===== src/rtl/bisc_mvm_sequencer.sv =====
// bisc_mvm_sequencer
// Job-level controller for one BISC matrix-vector multiply lane. A job walks
// num_cols_m1+1 input-vector columns; each column gets a one-cycle operand
// LOAD followed by a RUN of SC_LEN enabled cycles that step the bit-selector
// counter. After the last column the MAC pipeline is drained for DRAIN_CYC
// cycles, then a one-cycle done pulse is issued. The selector's end-of-stream
// flag is cross-checked against the local cycle count (sticky seq_err).
//
// Ports:
//   clock, reset        - clock, asynchronous active-low reset
//   start, num_cols_m1  - job request and column count minus one (IDLE only)
//   hold                - downstream stall, freezes RUN progress
//   abort               - synchronous job cancel
//   zero_select         - end-of-stream flag from the selector counter
//   busy, load_en, col_addr, acc_clear - job status / operand load control
//   sel_reset, sel_enable               - selector counter control
//   done, seq_err                       - completion pulse, sticky mismatch
module bisc_mvm_sequencer #(
    parameter int unsigned BIN_LEN   = 8,
    parameter int unsigned MAX_COLS  = 16,
    parameter int unsigned DRAIN_CYC = 2,
    parameter int unsigned COL_W     = $clog2(MAX_COLS)
) (
    input  logic             clock,
    input  logic             reset,
    input  logic             start,
    input  logic [COL_W-1:0] num_cols_m1,
    input  logic             hold,
    input  logic             abort,
    input  logic             zero_select,
    output logic             busy,
    output logic             load_en,
    output logic [COL_W-1:0] col_addr,
    output logic             acc_clear,
    output logic             sel_reset,
    output logic             sel_enable,
    output logic             done,
    output logic             seq_err
);

    localparam int unsigned SC_LEN = 1 << BIN_LEN;
    localparam int unsigned RUN_W  = BIN_LEN + 1;
    localparam int unsigned DRN_W  = (DRAIN_CYC < 2) ? 1 : $clog2(DRAIN_CYC);

    localparam logic [2:0] S_IDLE  = 3'd0;
    localparam logic [2:0] S_LOAD  = 3'd1;
    localparam logic [2:0] S_RUN   = 3'd2;
    localparam logic [2:0] S_DRAIN = 3'd3;
    localparam logic [2:0] S_DONE  = 3'd4;

    logic [2:0]       state_q,     state_d;
    logic [COL_W-1:0] cols_m1_q,   cols_m1_d;
    logic [COL_W-1:0] col_addr_q,  col_addr_d;
    logic [RUN_W-1:0] run_cnt_q,   run_cnt_d;
    logic [DRN_W-1:0] drain_cnt_q, drain_cnt_d;
    logic             seq_err_q,   seq_err_d;
    logic             busy_q,      busy_d;
    logic             load_en_q,   load_en_d;
    logic             acc_clear_q, acc_clear_d;
    logic             sel_reset_q, sel_reset_d;
    logic             done_q,      done_d;

    logic             run_en;
    logic             last_beat;

    // Selector advances on every un-stalled RUN cycle.
    assign run_en     = (state_q == S_RUN) && !hold;
    assign last_beat  = (run_cnt_q == RUN_W'(SC_LEN - 1));
    assign sel_enable = run_en;

    // Next-state, counters and registered output decode.
    always_comb begin
        state_d     = state_q;
        cols_m1_d   = cols_m1_q;
        col_addr_d  = col_addr_q;
        run_cnt_d   = run_cnt_q;
        drain_cnt_d = drain_cnt_q;
        seq_err_d   = seq_err_q;

        case (state_q)
            S_IDLE: begin
                if (start) begin
                    cols_m1_d  = num_cols_m1;
                    col_addr_d = '0;
                    seq_err_d  = 1'b0;
                    state_d    = S_LOAD;
                end
            end
            S_LOAD: begin
                run_cnt_d = '0;
                state_d   = S_RUN;
            end
            S_RUN: begin
                if (!hold) begin
                    run_cnt_d = run_cnt_q + RUN_W'(1);
                    // Selector must flag end-of-stream exactly on the last beat.
                    if (zero_select != last_beat) begin
                        seq_err_d = 1'b1;
                    end
                    if (last_beat) begin
                        if (col_addr_q == cols_m1_q) begin
                            drain_cnt_d = '0;
                            state_d     = S_DRAIN;
                        end else begin
                            col_addr_d = col_addr_q + COL_W'(1);
                            state_d    = S_LOAD;
                        end
                    end
                end
            end
            S_DRAIN: begin
                if (drain_cnt_q == DRN_W'(DRAIN_CYC - 1)) begin
                    state_d = S_DONE;
                end else begin
                    drain_cnt_d = drain_cnt_q + DRN_W'(1);
                end
            end
            S_DONE: begin
                state_d = S_IDLE;
            end
            default: begin
                state_d = S_IDLE;
            end
        endcase

        // Abort overrides any transition, including the RUN exit; the column
        // index stays where it was and seq_err is kept for inspection.
        if (abort && (state_q != S_IDLE)) begin
            state_d    = S_IDLE;
            col_addr_d = col_addr_q;
        end

        busy_d      = (state_d != S_IDLE);
        load_en_d   = (state_d == S_LOAD);
        acc_clear_d = (state_d == S_LOAD) && (col_addr_d == '0);
        sel_reset_d = (state_d == S_IDLE) || (state_d == S_LOAD);
        done_d      = (state_d == S_DONE);
    end

    // State, counters and output flops.
    always_ff @(posedge clock or negedge reset) begin
        if (!reset) begin
            state_q     <= S_IDLE;
            cols_m1_q   <= '0;
            col_addr_q  <= '0;
            run_cnt_q   <= '0;
            drain_cnt_q <= '0;
            seq_err_q   <= 1'b0;
            busy_q      <= 1'b0;
            load_en_q   <= 1'b0;
            acc_clear_q <= 1'b0;
            sel_reset_q <= 1'b1;
            done_q      <= 1'b0;
        end else begin
            state_q     <= state_d;
            cols_m1_q   <= cols_m1_d;
            col_addr_q  <= col_addr_d;
            run_cnt_q   <= run_cnt_d;
            drain_cnt_q <= drain_cnt_d;
            seq_err_q   <= seq_err_d;
            busy_q      <= busy_d;
            load_en_q   <= load_en_d;
            acc_clear_q <= acc_clear_d;
            sel_reset_q <= sel_reset_d;
            done_q      <= done_d;
        end
    end

    assign busy      = busy_q;
    assign load_en   = load_en_q;
    assign col_addr  = col_addr_q;
    assign acc_clear = acc_clear_q;
    assign sel_reset = sel_reset_q;
    assign done      = done_q;
    assign seq_err   = seq_err_q;

endmodule


===== config.mk =====
export PLATFORM = sky130hd
export DESIGN_NAME = bisc_mvm_sequencer
export DESIGN_NICKNAME = d
export VERILOG_FILES = /design/src/rtl/bisc_mvm_sequencer.sv
export SDC_FILE = /design/constraint.sdc
export NUM_CORES = 1
export LEC_CHECK = 0
export CELL_PAD_IN_SITES_DETAIL_PLACEMENT = 0
export CELL_PAD_IN_SITES_GLOBAL_PLACEMENT = 1
export CORE_MARGIN = 10
export CORE_UTILIZATION = 44
export CTS_CLUSTER_DIAMETER = 80
export DETAILED_ROUTE_END_ITERATION = 16
export PLACE_DENSITY = 0.87
export SYNTH_ARGS = -nofsm -noshare
export SYNTH_HDL_FRONTEND = slang
export SYNTH_SLANG_ARGS = --single-unit

===== constraint.sdc =====
create_clock -name clock -period 5.7 [get_ports clock]
set_clock_uncertainty 0.2 [all_clocks]
set_input_delay 0.57 -clock clock [delete_from_list [all_inputs] [get_ports clock]]
set_output_delay 0.57 -clock clock [all_outputs]
set_load 0.05 [all_outputs]

* Yosys cells after proc, flatten, opt, wreduce, memory -nomap -nowiden *
Cells that the tools add are included.

cells by class
  mux-type cells = 24
  shift operators = 0
  bitwise gates (word level) = 0
  equality and inequality tests = 13
  div/mod/pow operators = 0
  magnitude comparators = 0
  add/sub/neg operators = 3
  reduce and logical (&&, ||, !) cells = 17
  multiply operators = 0

operator list
  operator             count
  $mux 4               5
  $pmux 9 s2           1
  $mux 3               5
  $pmux 3 s4           1
  $add 9x1->9 const B  1
  $eq 9x8->1 const B   1
  $mux 9               1
  $pmux 4 s2           1
  $reduce_and 4->1     2
  $mux 1               7
  $eq 3x1->1 const B   2
  $eq 3x2->1 const B   2
  $logic_not 3->1      2
  $ne 2x2->1 const B   3
  $reduce_bool 2->1    3
  $reduce_bool 3->1    2
  $add 4x1->4 const B  1
  $eq 4x4->1           1
  $logic_not 4->1      1
  $ne 2x1->1 const B   2
  $pmux 1 s2           2
  $reduce_and 2->1     2
  $eq 3x3->1 const B   1
  $logic_and 1x1->1    3
  5 further kinds      5

word-level totals
  bits of input ports = 10
  word-level logic and storage cells = 68
  bits in writable memories = 0
  register bits after elaboration = 27
  bits in latches = 0
  memory bits (read-only) = 0
  memories = 0
  output and inout bits = 11

* Longest topological paths before layout *
  word-level depth = 8
  gate-level depth with buffers = 9
  mapped depth without buffers = 9

* Least setup slack after synthesis *
No wires, ideal clock.

  path kind = reg-to-reg
  from = register run_cnt_q[0]
  to = register acc_clear_q, in the netlist acc_clear
  stages on the path, launching flop included = 10
  setup time = 0.129 ns
  arrival time = 1.925 ns
  path slack = 3.445 ns
  buffers on the path = 0
  period minus slack after synthesis = 2.255 ns
  required time = 5.371 ns
  cell sequence = dfrtp_1 > ha_1 > nand3_1 > nor3_1 > ha_1 > nor2b_1 > o41ai_1 > or4_1 > nand3_1 > nor4b_2

on the way
  word-level cells in the longest chain between the ends = 7
  elaborated cells on any way between the ends = 12
  classes of those cells = eq/ne (2); mux (8); reduce/logical (2)

ends and longest elaborated chain
  item                      line  RTL
  start: declaration        54    logic [RUN_W-1:0] run_cnt_q, run_cnt_d;
  start signal: assignment  158   run_cnt_q <= run_cnt_d;
  $eq 9x8->1                68    assign last_beat = (run_cnt_q == RUN_W'(SC_LEN - 1));
  $mux 4                    100   if (last_beat) begin
  $mux 4                    94    if (!hold) begin
  $pmux 4 s2                80    case (state_q)
  $mux 4                    128   if (abort && (state_q != S_IDLE)) begin
  named net col_addr_d[3]   53    logic [COL_W-1:0] col_addr_q, col_addr_d;
  $logic_not 4->1           135   acc_clear_d = (state_d == S_LOAD) && (col_addr_d == '0);
  $logic_and 1x1->1         135
  named net acc_clear_d     59    logic acc_clear_q, acc_clear_d;
  end signal: assignment    163   acc_clear_q <= acc_clear_d;
  end: declaration          59

The timed path passes the listed nets, and every way through them passes these cells.
A chain may end at the register's enable or synchronous reset.

* Final worst setup path *
  from = input hold
  to = output sel_enable

on the way
  word-level cells in the longest chain between the ends = 2

ends and longest elaborated chain
  item                line  RTL
  start: declaration  28    input logic hold,
  $logic_not 1->1     n/a
  $logic_and 1x1->1   67    assign run_en = (state_q == S_RUN) && !hold;
  end: declaration    36    output logic sel_enable,

No other way between the ends.

==> impl_metrics.toml <==
[pwr]
p_seq_share_pct = 45.9
power_frac_clock_pct = 13.6
ir_drop_v = 0.000160
switchingPower_w = 0.000242
power.share.switching_pct = 40.1
power.internal_w = 0.000361
p_per_area_mw_per_mm2 = 379
power.leakage_nw = 0.706
pwr-share-comb_pct = 40.4

[drt]
drtIter0Drc = 40
antenna_left = 0
vias = 983
wl_um = 2620
drc = 0
avgRoutedWirePerCell_um = 14.6
avgViaCountPerCell = 5.49
dr.pass1.iters = 4

[worst_setup_path]
cp-endpoint = "sel_enable"
crit_fanout = 7
cp-end-kind = "primary output"
worst_ep_arrival_time_ns = 2.45
cp.required_ns = 4.93
timing.rr.end = "acc_clear$_DFF_PN0_"
path_class = "input port to primary output"
rr_worst_depth = 9
critPathLaunchType = "input port"
path_cells = "clkdlybuf4s50_1 -> or4b_4 -> clkinv_2 -> clkdlybuf4s50_1"
cp_slowest_cell = "clkdlybuf4s50_1"
crit_path_max_incr_delay_ns = 0.81
path_delay_family = "buffers and inverters"
cp-startpoint = "hold"
cp_num_buf_inv = 3
crit_cells = 4
crit_top_cell = "clkdlybuf4s50_1"
reg2reg_slack_ns = 3.07
r2r-start = "run_cnt_q[0]$_DFFE_PN0P_"

[floorplan]
core_area_mm2 = 0.00283
die_y_um = 75.0
fp.dieW_um = 75.0
dieArea_mm2 = 0.00563
start_util_pct = 47.1
io_pins = 21
rows = 19

[logic_synthesis]
synthCells = 125
synthXorXnorAreaFrac_pct = 7.23
synth_edf_count = 0
postSynthAreaPerCell_um2 = 10.7
ys_seq_area_share_pct = 50.8
ys_warn_count = 0
netlist.area_leader.share_pct = 48.8
yosys.area.top_type = "dfrtp_1"
synth_compound_gate_area_share_pct = 8.17
synthArstFlopShare_pct = 100
synth_top_family_by_area = "simple AND/OR/NAND/NOR gates"
yosysUniqueCellTypes = 42
synthAdderAreaFrac_pct = 3.76
synth-main-ff-cell = "dfrtp_1"
synthesis.area_mm2 = 0.00133
muxShareOfSynthArea_pct = 4.13
synthesis.nets = 139
synth_seq_cells = 27
ys_top_cells_by_area = "dfrtp_1, xor2_1, ha_1"
yosys.area_share.simple_pct = 22.6

[placement]
port_buffers = 20
placed_area_mm2 = 0.00156
place.gp.congestion = 0.783
dp.final_hpwl_um = 2040

[sta]
holdWs_ns = 0.306
setup_violations = 0
worst_slew_pin_slew_ns = 0.906
timing.setup.tns_ns = 0
fin_crit_sh_pct = 56.6
rsz0062_at_grt = "false"
min_period_ns = 3.22
hold_violations = 0
slew_headroom_pct = 39.5
slew_violations = 0
max_freq_mhz = 310

[clock_tree]
ctsHtreeMaxLevel = 1
cts.sinks = 27
cts_tree = "done"
ctsResizeCount = 0
clk_latency_ns = 0.32
root_buffer = "clkbuf_4"
cts_made_buffers = 3
max-clock-path-buffers = 2
cts_hold_buffers = 0
post_cts_buffers = 0
clk_pin_slew_ns = 0.15

[final_layout]
final_cell_mix = "dfrtp_1, clkdlybuf4s50_1, nand2_1"
diodes = 0
design_area_mm2 = 0.00159
drive_above_1_share_pct = 12.8
layout_commonest_cell = "dfrtp_1"
fin_nets = 163
syn_to_final_growth_pct = 19.3

[min_path]
holdPathStages = 2
hold_path.class = "flip-flop to flip-flop"

[global_route]
grt_use_total_pct = 9.91
grt_overflow_total = 0
grt_max_degree = 28
grt_pass1_wl_um = 4420
grt_pass1_vias = 969
antenna_found_initial = 0

[run_status]
outcome = "finished clean"

[run]
maxCapViolations = 0
-- power by group through the flow --
stage	clock network [W]	registers [W]	logic [W]
2_1_floorplan	0	0.000325	0.000133
3_3_place_gp	0	0.000281	0.000241
3_5_place_dp	0	0.000281	0.000247
4_1_cts	0.0000847	0.000277	0.000248
5_1_grt	0.0000924	0.000284	0.000268
6_report	0.0000822	0.000277	0.000244
-- worst min-delay path: stages (launching register included) --
cell     delay (ns)
dfrtp_1        0.38
nand2_1        0.05
o21ai_0        0.06
-- per-layer routing --
metal	global-route usage [%]	share of wire (%)
met1	12.7	47
met2	15.8	45
met3	2.76	6.4
met4	3.15	1.2
met5	0	0
-- sequential cells by signal, summed over array words and instances (netlist names) --
signal / cells
state_q: 3
drain_cnt_q: 1
load_en: 1
run_cnt_q: 9
done: 1
seq_err: 1
busy: 1
sel_reset: 1
cols_m1_q: 4
acc_clear: 1
col_addr: 4
-- kinds of logic after synthesis --
group           Yosys count
xor+xnor                 11
flops                    27
buf+inv                   9
simple gates             53
mux                       5
compound gates           16
fa+ha+maj                 4
-- Yosys cell counts, types with 2 or more instances --
library cell,n
dfrtp_1,26
nand2_1,12
nand3_1,8
nor2_1,8
xor2_1,8
inv_1,6
ha_1,4
mux2_2,4
a21oi_1,3
nor3_1,3
nor3b_1,3
nor4_1,3
o21ai_0,3
or2_2,3
xnor2_1,3
or4_1,2
-- area by class of cell --
type                            instances  area (um^2)
Fill cell                             256         1240
Clock inverter                          1         5.00
Clock buffer                            3         22.5
Tap cell                               31         38.8
Multi-Input combinational cell         89          612
Inverter                                7         27.5
Timing Repair Buffer                   21          208
Sequential cell                        27          677
-- worst min-delay path by stage --
stage                          endpoint                      from  slack [ns]
6_report       run_cnt_q[8]$_DFFE_PN0P_  run_cnt_q[8]$_DFFE_PN0P_        0.31
5_1_grt        run_cnt_q[8]$_DFFE_PN0P_  run_cnt_q[8]$_DFFE_PN0P_        0.33
4_1_cts        run_cnt_q[8]$_DFFE_PN0P_  run_cnt_q[8]$_DFFE_PN0P_        0.31
3_5_place_dp   run_cnt_q[8]$_DFFE_PN0P_  run_cnt_q[8]$_DFFE_PN0P_        0.28
3_3_place_gp   run_cnt_q[8]$_DFFE_PN0P_  run_cnt_q[8]$_DFFE_PN0P_        0.27
2_1_floorplan       acc_clear$_DFF_PN0_                     reset        0.07
-- per-stage QoR --
step                      setup WS, ns  util (%)  std cells  power (W)
after floorplan                   3.45         -        125   0.000457
after global placement            2.50      55.2        175   0.000522
after detailed placement          2.47      55.2        175   0.000528
after CTS                         2.46      56.2        179   0.000609
after global routing              2.41      56.2        179   0.000644
final                             2.48      56.2        179   0.000603
Note: power is estimated with default switching activity, not from simulation.
==> RTL change 1 (same flow settings) <==
Reset style: synchronous (`reset`), changed in one clocked block. Comments in the files are not updated.
--- a/src/rtl/bisc_mvm_sequencer.sv
+++ b/src/rtl/bisc_mvm_sequencer.sv
@@ -138,7 +138,7 @@
     end
 
     // State, counters and output flops.
-    always_ff @(posedge clock or negedge reset) begin
+    always_ff @(posedge clock) begin
         if (!reset) begin
             state_q     <= S_IDLE;
             cols_m1_q   <= '0;
Behaviour: differs if reset is asserted again (counterexample within 4 cycles, from zero or initial values and one cycle with reset low); with reset held inactive, the same outputs for 10 cycles.
==> RTL change 1 against the unedited design <==
- routed wire length increased by 14%
- synthesized cell count increased by 23%
- cell count grew 14%
- final area is 0.94% lower
- global-route usage rose by 1.5 points
- setup slack improved by 88 ps
- synthesized area down 0.28%
- fmax is 2.8% higher
- via count grew 14%
- sequential cell count stayed put
- critical path type is now reg -> out
Power is not compared: it rests on default switching activity, and its combinational part moved more than twofold at a synthesized area within 25%.
==> RTL change 1: results (changes against the unedited design) <==
| Metric | Value |
|---|---|
| WL per Instance | `14.6 um (about the same)` |
| XOR/XNOR Fraction of Synth Area | `5.93% (-1.3 points)` |
| Compound-Gate Fraction of Synth Area | `16.0% (+7.8 points)` |
| Clk cell area share | `1.75% (+0.017 points)` |
| Design Area, Final | `1580 um^2 (-0.94%)` |
| Fraction of synthesized area in multiplexers | `1.88% (-2.2 points)` |
| Inverters | `4 (-3)` |
| Routability cong. | `0.811 (+3.6%)` |
| Share of cells above drive strength 1 | `4.05% (-8.8 points)` |
| Via density | `5.50 (about the same)` |
| DP HPWL | `2.33 mm (+14%)` |
| DR iter-0 viols | `83 (+110%)` |
| Multi-input gate count | `118 (+33%)` |
| Top cells by area, synth | `dfxtp_1, nand2_1, a21boi_0, xor2_1, ha_1` |
| Sequential cell area | `541 um^2 (-20%)` |
| Sequential-to-total area share from yosys stat | `40.7% (-10 points)` |
| Count of input and output buffers | `20 (unchanged)` |
| Outcome | `finished clean` |
| Mean area per synthesized cell | `8.63 um^2 (-19%)` |
| Total CTS buffers | `3 (unchanged)` |
| Placed instance area | `1550 um^2 (-0.96%)` |
| Pin count of the biggest net entering global routing | `18 (-36%)` |
| Clock Path Buffers | `2 (unchanged)` |
| Worst-Margin Slew | `901 ps (-5.00 ps)` |
| Async S/R FF share, synth | `0% (-100 points)` |
| Vias in the first global route | `1074 (+11%)` |
| Yosys cell types | `40 (-4.8%)` |
| Non-clock buffer share | `12.7% (-0.35 points)` |
| Overall Global Routing Usage | `11.4% (+1.5 points)` |
| Synthesized net count | `168 (+21%)` |
| Max reg flops | `9 (unchanged)` |
| Number of non-clock buffers in the layout | `20 (-4.8%)` |
| CP arrival | `2370 ps (-80 ps)` |
| Top post-synthesis cells by count | `dfxtp_1, nand2_1, nor2_1` |
| First-pass GRT wire length | `5.08 mm (+15%)` |
| Footprint of the multi-input gates | `753 um^2 (+23%)` |
| Antenna violations before repair | `0 (unchanged)` |
| CP peak stage delay | `840 ps (+30 ps)` |
| Filler cells | `258 (+0.78%)` |
| Post-synthesis adder-cell area fraction | `3.77% (+0.011 points)` |
| Placed Cells | `200 (+14%)` |
| Crit path max fanout | `11 (+4)` |
| Fin nets | `188 (+15%)` |
| Post-Route WL | `2.98 mm (+14%)` |
RTL change 1: path summary, 6_finish.rpt:
path                 from      endpoint  slack, ps  cells past startpoint
min reg2reg  cols_m1_q[3]  cols_m1_q[3]        300                      2
min          cols_m1_q[3]  cols_m1_q[3]        300                      2
max            state_q[1]    sel_enable       2560                      4
max reg2reg  run_cnt_q[0]     acc_clear       2990                      9
RTL change 1: layer usage:
metal | wire length (um) | vias up | track usage [%]
met5 | 0 | - | 0
met4 | 12 | 0 | 3.15
met3 | 177 | 2 | 2.89
met2 | 1350 | 30 | 17.0
met1 | 1440 | 505 | 15.8
li1 | - | 584 | -
RTL change 1: through the flow:
step	util, %	power (mW)	setup WS [ps]
final	55.7	0.388	2560
after floorplan	-	0.277	3320
after detailed placement	54.7	0.310	2820
after CTS	55.7	0.393	2540
after global routing	55.7	0.410	2360
after global placement	54.7	0.308	2820
==> RTL change 2 (same flow settings) <==
Made on the original files. The parameter `MAX_COLS` goes from 16 to 32.
--- a/src/rtl/bisc_mvm_sequencer.sv
+++ b/src/rtl/bisc_mvm_sequencer.sv
@@ -17,7 +17,7 @@
 //   done, seq_err                       - completion pulse, sticky mismatch
 module bisc_mvm_sequencer #(
     parameter int unsigned BIN_LEN   = 8,
-    parameter int unsigned MAX_COLS  = 16,
+    parameter int unsigned MAX_COLS  = 32,
     parameter int unsigned DRAIN_CYC = 2,
     parameter int unsigned COL_W     = $clog2(MAX_COLS)
 ) (
Interface: changed (resized col_addr and num_cols_m1); port bits go from 21 to 23. No check against the original RTL was run, so the function may have changed too.
==> RTL change 2 against the unedited design <==
- synthesized area rose by 14%
- total power fell by 5.7%
- first-iteration DRC count rose to 2.5 times the old value
- highest routed layer unchanged
- largest cell class is now multi-input gates
- utilization fell by 0.83 points
- final area rose by 16%
- via count rose by 20%
- setup slack got worse by 260 ps
- routed wire length rose by 15%
- sequential cell count rose by 2
- non-clock buffer count rose by 2
==> RTL change 2: results (changes against the unedited design) <==
| Metric | Value |
|---|---|
| Outcome | `finished clean` |
| Leakage | `0.814 nW (+15%)` |
| Count of input and output buffers | `22 (+10%)` |
| Post-synthesis adder-cell area fraction | `3.30% (-0.46 points)` |
| Filler cells | `305 (+19%)` |
| Max rail drop VDD | `159 uV (-0.81%)` |
| Via density | `5.18 (-5.7%)` |
| Compound-Gate Fraction of Synth Area | `10.7% (+2.6 points)` |
| Number of non-clock buffers in the layout | `23 (+9.5%)` |
| Overall Global Routing Usage | `11.0% (+1.1 points)` |
| Routed via count | `1175 (+20%)` |
| Routability cong. | `0.832 (+6.2%)` |
| Sink Count | `29 (+7.4%)` |
| Sequential cell area | `727 um^2 (+7.4%)` |
| Placed Cells | `219 (+25%)` |
| Pin count of the biggest net entering global routing | `30 (+7.1%)` |
| First-pass GRT wire length | `5.44 mm (+23%)` |
| Share of cells above drive strength 1 | `9.94% (-2.9 points)` |
| Multi-input gate count | `117 (+31%)` |
| Fraction of synthesized area in multiplexers | `2.72% (-1.4 points)` |
| Design Area, Final | `1850 um^2 (+16%)` |
| Cts repair resizes | `0 (unchanged)` |
| Fin nets | `195 (+20%)` |
| Clk cell area share | `3.79% (+2.1 points)` |
| Synthesized net count | `169 (+22%)` |
| Sequential-to-total area share from yosys stat | `47.9% (-2.9 points)` |
| Antenna violations before repair | `0 (unchanged)` |
| Post-Synthesis Cells | `154 (+23%)` |
| DR iter-0 viols | `101 (+150%)` |
| Sw Pwr | `0.196 mW (-19%)` |
| Clkbuf count | `7 (+4)` |
| CP arrival | `2710 ps (+260 ps)` |
| Inverters | `4 (-3)` |
| XOR/XNOR Fraction of Synth Area | `6.93% (-0.30 points)` |
| Relative slew slack | `38.4% (-1.1 points)` |
| Yosys cell types | `45 (+7.1%)` |
| Cell area after synthesis | `1520 um^2 (+14%)` |
| DP HPWL | `2.28 mm (+12%)` |
| Crit path max fanout | `10 (+3)` |
| Total CTS buffers | `5 (+2)` |
| WL per Instance | `13.3 um (-8.9%)` |
| Top post-synthesis cells by count | `dfrtp_1, nand2_1, nor2_1` |
| Footprint of the multi-input gates | `751 um^2 (+23%)` |
| Top cells by area, synth | `dfrtp_1, nand2_1, xnor2_1, nor2_1, ha_1` |
| Place WS | `2210 ps (-259 ps)` |
| Placed instance area | `1780 um^2 (+14%)` |
| Non-clock buffer share | `12.3% (-0.74 points)` |
| Reg clk slew, reported paths | `90 ps (-60 ps)` |
| CTS H-tree depth | `2 (+1)` |
| Clk_lat worst skew | `about 330 ps` |
RTL change 2: cell types whose count changed in the layout (fill, tap and decap cells not counted), sizes merged, moves of 4 or more:
cell | unedited run | this run
clkbuf | 3 | 7
nand3 | 8 | 3
xnor2 | 3 | 7
nor2 | 9 | 15
nand2 | 12 | 28
RTL change 2: path summary, 6_finish.rpt:
check	from	cells after the start	slack, ps	to
worst max-delay path	hold	4	2220	sel_enable
worst min-delay path	cols_m1_q[4]	2	310	cols_m1_q[4]
worst max register to register	run_cnt_q[2]	10	2970	acc_clear
worst min register to register	cols_m1_q[4]	2	310	cols_m1_q[4]
max in group asynchronous	reset	2	4570	sel_reset
min in group asynchronous	reset	2	410	run_cnt_q[8]
RTL change 2: power by group through the flow:
| stage | logic, mW | registers [mW] | clock network [mW] |
|---|---|---|---|
| final | 0.160 | 0.265 | 0.143 |
| after detailed placement | 0.160 | 0.270 | 0 |
| after global routing | 0.176 | 0.271 | 0.158 |
| after global placement | 0.158 | 0.269 | 0 |
| after floorplan | 0.0915 | 0.289 | 0 |
| after CTS | 0.162 | 0.265 | 0.145 |
RTL change 2: critical path, stage by stage:
cell,delay (ps)
clkdlybuf4s50_1,450
or3b_2,500
nor2_2,310
clkdlybuf4s50_1,880
RTL change 2: kinds of logic after synthesis:
| family | after synthesis |
|---|---|
| AOI/OAI and AO/OA | 24 |
| muxes | 4 |
| DFF | 29 |
| and+or+nand+nor | 73 |
| adders and majority gates | 4 |
| xor gates and xnor gates | 12 |
| buffers and inverters | 8 |
RTL change 2: layer usage:
metal  vias up  wire length [um]  track usage, %
li1        588                 -               -
met1       556              1420            12.6
met2        26              1350            17.0
met3         5               202            5.52
met4         0                45            4.30
met5         -                 0               0
